### src/rtl/piso_serial_tx.sv
// Parallel-in, serial-out framing transmitter: start bit, data LSB-first, optional parity, stop bit.
// Each bit is held for BIT_CYCLES clocks; the line is registered and idles high.
module piso_serial_tx #(
   parameter int unsigned WIDTH      = 4,
   parameter int unsigned BIT_CYCLES = 1,
   parameter int unsigned PARITY_EN  = 1,
   parameter int unsigned PARITY_ODD = 0
) (
   input  logic             clk,
   input  logic             reset,
   input  logic [WIDTH-1:0] data_in,
   input  logic             load_valid,
   output logic             load_ready,
   output logic             serialout,
   output logic             busy,
   output logic             done
);

   localparam int unsigned   CW        = (BIT_CYCLES > 1) ? $clog2(BIT_CYCLES) : 1;
   localparam int unsigned   IW        = (WIDTH > 1) ? $clog2(WIDTH) : 1;
   localparam logic [CW-1:0] CycLast   = CW'(BIT_CYCLES - 1);
   localparam logic [IW-1:0] IdxLast   = IW'(WIDTH - 1);
   localparam logic          ParOdd    = (PARITY_ODD != 0);
   localparam logic          HasParity = (PARITY_EN != 0);

   typedef enum logic [2:0] {StIdle, StStart, StData, StParity, StStop} state_t;

   state_t           state;
   logic [CW-1:0]    cyc;
   logic [IW-1:0]    idx;
   logic [WIDTH-1:0] shreg;
   logic [WIDTH-1:0] shifted;
   logic             par;
   logic             bit_end;

   assign load_ready = (state == StIdle) && !reset;
   assign bit_end    = (cyc == CycLast);
   assign shifted    = shreg >> 1;

   // Outputs are registered alongside the state so the line changes one clock after each decision.
   always_ff @(posedge clk or posedge reset) begin
      if (reset) begin
         state     <= StIdle;
         cyc       <= '0;
         idx       <= '0;
         shreg     <= '0;
         par       <= 1'b0;
         serialout <= 1'b1;
         busy      <= 1'b0;
         done      <= 1'b0;
      end else begin
         done <= 1'b0;
         if (state != StIdle) begin
            cyc <= bit_end ? '0 : cyc + CW'(1);
         end
         case (state)
            StIdle: begin
               if (load_valid && load_ready) begin
                  shreg     <= data_in;
                  par       <= (^data_in) ^ ParOdd;
                  state     <= StStart;
                  serialout <= 1'b0;
                  busy      <= 1'b1;
                  cyc       <= '0;
               end
            end
            StStart: begin
               if (bit_end) begin
                  state     <= StData;
                  idx       <= '0;
                  serialout <= shreg[0];
               end
            end
            StData: begin
               if (bit_end) begin
                  shreg <= shifted;
                  if (idx == IdxLast) begin
                     if (HasParity) begin
                        state     <= StParity;
                        serialout <= par;
                     end else begin
                        state     <= StStop;
                        serialout <= 1'b1;
                     end
                  end else begin
                     idx       <= idx + IW'(1);
                     serialout <= shifted[0];
                  end
               end
            end
            StParity: begin
               if (bit_end) begin
                  state     <= StStop;
                  serialout <= 1'b1;
               end
            end
            StStop: begin
               if (bit_end) begin
                  state <= StIdle;
                  busy  <= 1'b0;
                  done  <= 1'b1;
               end
            end
            default: state <= StIdle;
         endcase
      end
   end

endmodule

### config.mk
export PLATFORM = sky130hd
export DESIGN_NAME = piso_serial_tx
export DESIGN_NICKNAME = d
export VERILOG_FILES = /design/src/rtl/piso_serial_tx.sv
export SDC_FILE = /design/constraint.sdc
export NUM_CORES = 1
export LEC_CHECK = 0
export CAP_MARGIN = 0
export CORE_UTILIZATION = 25
export CTS_BUF_LIST = sky130_fd_sc_hd__clkbuf_4
export CTS_CLUSTER_DIAMETER = 200
export DETAILED_ROUTE_END_ITERATION = 10
export GPL_TIMING_DRIVEN = 1
export PLACE_DENSITY = 0.54
export SLEW_MARGIN = 5
export SYNTH_ARGS = -nofsm -noshare
export SYNTH_HDL_FRONTEND = slang
export SYNTH_SLANG_ARGS = --single-unit
### constraint.sdc
create_clock -name clk -period 2 [get_ports clk]
set_input_delay 0.5 -clock clk [delete_from_list [all_inputs] [get_ports clk]]
set_output_delay 0.5 -clock clk [all_outputs]
set_load 0.005 [all_outputs]
; After elaboration in Yosys (flattened, before gate mapping)
; Index checks and enable logic that the tools add are counted.
[word_totals]
ff_bits = 14
in_bits = 7
elab_cells = 67
[classes]
eq_ne = 12
mux = 29
addsub = 2
reduce_logical = 16
[op_table]
columns = op, n
row1 = $mux 3, 6
row2 = $pmux 3 s5, 1
row3 = $mux 1, 13
row4 = $ne 2x2->1 const B, 6
row5 = $mux 4, 2
row6 = $pmux 4 s2, 1
row7 = $eq 3x2->1 const B, 2
row8 = $mux 2, 3
row9 = $reduce_and 3->1, 2
row10 = $reduce_and 6->1, 1
row11 = $reduce_bool 2->1, 3
row12 = $reduce_and 5->1, 1
row13 = $pmux 1 s4, 1
row14 = $pmux 2 s2, 1
row15 = $reduce_and 4->1, 1
row16 = $reduce_bool 4->1, 1
row17 = $reduce_xor 4->1, 1
row18 = $eq 3x1->1 const B, 1
row19 = $eq 3x3->1 const B, 1
row20 = $logic_not 3->1, 1
row21 = $reduce_bool 3->1, 1
row22 = $add 2x1->2 const B, 1
row23 = $eq 2x2->1 const B, 1
row24 = $logic_and 1x1->1, 2
row25 = other kinds (5), 5

; Longest topological paths before layout
[logic_depth]
word_depth = 5
mapped_depth = 4
ltp_nobuf = 4

; Worst setup path after synthesis
; Ideal clock, no wire load.
[synth_timing]
path_type = input-to-reg
start = input reset
end = register shreg[2]
path_slack_ns = 0.451
required_time_ns = 1.875
arrival_time_ns = 1.424
path_buffers = 0
path_stages = 3
setup_ns = 0.125
path_cell_list = nor3b_1 -> o21a_1 -> mux2_2
[synth_via]
elab_chain_len = 5
[synth_rtl]
columns = item, line
row1 = "start, declared", 10  ; input logic reset,
row2 = $logic_not 1->1 (no source line), -
row3 = $logic_and 1x1->1, 36  ; assign load_ready = (state == StIdle) && !reset;
row4 = $logic_and 1x1->1, 58  ; if (load_valid && load_ready) begin
row5 = $ne 2x1->1 (no source line), -
row6 = $reduce_and 3->1 (no source line), -
row7 = "end signal, assigned", 59  ; shreg <= data_in;
row8 = "end signal, assigned", 76  ; shreg <= shifted;
row9 = "end, declared", 31  ; logic [WIDTH-1:0] shreg;
; No other way between the ends.
; A chain may end at the register's enable or synchronous reset.

; Worst setup path in the final report
[layout_timing]
start = input reset
end = register serialout
[layout_via]
elab_chain_len = 5
[layout_rtl]
columns = item, line
row1 = $logic_not 1->1 (no source line), -
row2 = $logic_and 1x1->1, 36
row3 = $logic_and 1x1->1, 58
row4 = $ne 2x1->1 (no source line), -
row5 = $reduce_and 5->1 (no source line), -
row6 = "end signal, assigned", 71  ; serialout <= shreg[0];
row7 = "end signal, assigned", 80  ; serialout <= par;
row8 = "end signal, assigned", 87  ; serialout <= shifted[0];
row9 = "end, declared", 14  ; output logic serialout,
; No other way between the ends.

==> flow_metrics.py <==
metrics = {
    "worst_setup_path": {
        "r2r-end": "serialout",
        "cp_num_buf_inv": 2,
        "end_kind": "flip-flop",
        "required_ns": 2.21,
        "critPathMaxFanout": 3,
        "arrival_ns": 2.08,
        "crit_path_cell_trace": "clkdlybuf4s50_1 > buf_4 > or4b_1 > a21oi_1 > mux2_1",
        "worstSetupStartpoint": "reset",
        "worst-setup-path-type": "input pin to flip-flop",
        "cpPeakStageDelay_ns": 0.46,
        "rr_startpoint": "state[0]",
        "critPathCapture": "serialout",
        "slowest_stage": "or4b_1",
        "r2r_cells": 4,
        "r2r_slack_ns": 0.31,
        "cp_num_cells": 5,
        "critPathLaunchType": "input pin",
        "crit_family": "buffers and inverters",
    },
    "synth": {
        "synth-simple-area-share": 0.163,
        "muxShareOfSynthArea": 0.172,
        "yosys-top-cells-count": "13 x dfrtp_1, 7 x mux2_1",
        "synthDistinctLibCells": 30,
        "syn_area_um2": 754,
        "synth_top_area_frac": 0.431,
        "yosysSeqAreaShare": 0.466,
        "synth-xor-area-share": 0.0464,
        "syn_inst": 67,
        "ys_warn_count": 0,
        "synth_compound_area_frac": 0.0896,
        "synth-adder-area-share": 0.0166,
        "yosysMostFrequentCell": "dfrtp_1",
        "ys_ff_latch": 14,
        "synth_top_area_cell": "dfrtp_1",
        "synth-main-ff-cell": "dfrtp_1",
        "synth_nets": 75,
        "async_flop_share": 1.00,
        "synth_top_family_by_area": "multiplexers",
        "avgSynthCellArea_um2": 11.3,
        "synth-edff-count": 0,
        "yosys-top-cells-area": "dfrtp_1 43%, mux2_1 10%, mux2_4 4.0%",
    },
    "clocking": {
        "cts_resized": 1,
        "cts_tree": "yes",
        "htreeDepth": 1,
        "postCtsHoldBufs": 0,
        "cts-buffers-inserted": 3,
        "root_buffer": "clkbuf_4",
        "post_cts_buffers": 0,
        "clk_pin_slew_ns": 0.09,
        "cts_max_path_buffers": 2,
        "clock_sinks": 14,
        "clk_latency_ns": 0.28,
    },
    "detailed_routing": {
        "ant_nets": 0,
        "wl_per_cell_um": 12.4,
        "drtPass1Iterations": 7,
        "via_count": 552,
        "drc": 4,
        "viasPerCell": 4.76,
        "drtIter0Drc": 13,
        "wl_um": 1440,
    },
    "power_and_ir_drop": {
        "peakVddDrop_mv": 0.348,
        "finalPower_w": 0.00123,
        "p_leak_nw": 0.417,
        "cellPowerDensity_mw_per_mm2": 1290,
    },
    "floorplanning": {
        "ios": 11,
        "initial_core_util": 0.269,
        "coreArea_mm2": 0.00281,
        "fp.dieH_um": 56.9,
        "fp.dieW_um": 56.9,
        "fp.dieArea_mm2": 0.00324,
        "num_rows": 19,
    },
    "sta": {
        "slew_violations": 0,
        "min_period_ns": 1.87,
        "period_share": 0.933,
        "fmax_mhz": 536,
        "tightest_slew_ns": 0.561,
        "rsz0062_at_grt": "false",
        "hold_viol_final": 0,
        "fin_setup_tns_ns": 0,
        "finalSetupViolCount": 0,
        "whs_ns": 0.506,
        "maxSlewHeadroom": 0.626,
        "fin_skew_ns": 0.00234,
    },
    "min_path": {
        "min_path_type": "flip-flop to flip-flop",
        "whs_path_depth": 1,
        "hold_start": "idx[1]",
    },
    "layout": {
        "nNetsFinal": 94,
        "n_antenna_cell": 0,
        "area_growth_pct": 26.0,
        "layout-drive-gt1-share": 0.176,
        "fin_area_um2": 951,
    },
    "placed_design": {
        "port_buffers": 10,
        "place_area_um2": 926,
        "place.gp.congestion": 0.746,
        "dp_hpwl_um": 1070,
    },
    "grt": {
        "grt_usage": 0.0974,
        "grt_pass1_vias": 565,
        "antenna_found_initial": 0,
        "grt_first_pass_wirelength_um": 2440,
        "grt_max_degree": 15,
        "grt.overflow.total": 0,
    },
    "run": {
        "cap_viol_max_count": 0,
    },
    "status": {
        "status": "finished, violations left",
        "violations": "design-rule violations",
    },
}
## worst reg2reg max path, delay by kind of cell, from the launching register on
kind                   cells  cell delay, ns
AO/OA/AOI/OAI              1            0.21
buffers and inverters      1            0.18
flip-flops                 1            0.39
multiplexers               1            0.34
AND/OR/NAND/NOR            1            0.52
## layout by cell type (no fill, tap or decap), types with 4 or more instances in the layout
master / count
buf_4: 7
clkdlybuf4s50_1: 9
dfrtp_1: 13
inv_1: 4
mux2_1: 7
nor2_1: 4
nor2b_1: 4
nor3b_1: 4
## per-layer routing
layer	wire, um	track usage	part of all wire
met1	703	0.120	0.49
met2	656	0.158	0.46
met3	79	0.0295	0.055
met4	0	0.0418	0
met5	0	0	0
## state kept, by name, summed over array words and instances, names as in the netlist
| name | cells |
|---|---|
| busy | 1 |
| cyc | 1 |
| done | 1 |
| idx | 2 |
| par | 1 |
| serialout | 1 |
| shreg | 4 |
| state | 3 |
## metrics by stage
stage / setup WS, ns / util / instances
2_1_floorplan: 0.451 / - / 67
6_report: 0.135 / 0.339 / 116
3_3_place_gp: -0.202 / 0.330 / 112
4_1_cts: 0.121 / 0.339 / 116
5_1_grt: 0.0344 / 0.339 / 116
3_5_place_dp: -0.180 / 0.330 / 112
## power by group
part	leakage, nW	internal (W)	switching, W
clock	0.0154	0.0000723	0.0000934
combinational	0.226	0.000346	0.000262
sequential	0.175	0.000397	0.0000601
total	0.417	0.000815	0.000415
## cells by family (layout without fill, tap and decap cells)
logic type / count (synthesis) / in the layout
muxes: 11 / 11
buffers and inverters: 7 / 25
and+or+nand+nor: 19 / 19
adders and majority gates: 1 / 1
AOI/OAI and AO/OA: 11 / 11
DFF: 14 / 14
xor gates and xnor gates: 4 / 4
## layout make-up
class / count / area (um2)
inverter: 4 / 15.0
timing repair buffer: 17 / 151
clock buffer: 3 / 22.5
fill: 301 / 1850
sequential: 14 / 352
clock inverter: 1 / 3.75
multi-input combinational: 46 / 368
tap: 31 / 38.8
## worst min-delay path by stage
| stage | to |
|---|---|
| 5_1_grt | par |
| 2_1_floorplan | busy |
| 3_5_place_dp | par |
| 3_3_place_gp | idx[1] |
| 6_report | idx[1] |
| 4_1_cts | par |
(Power assumes the default switching activity.)
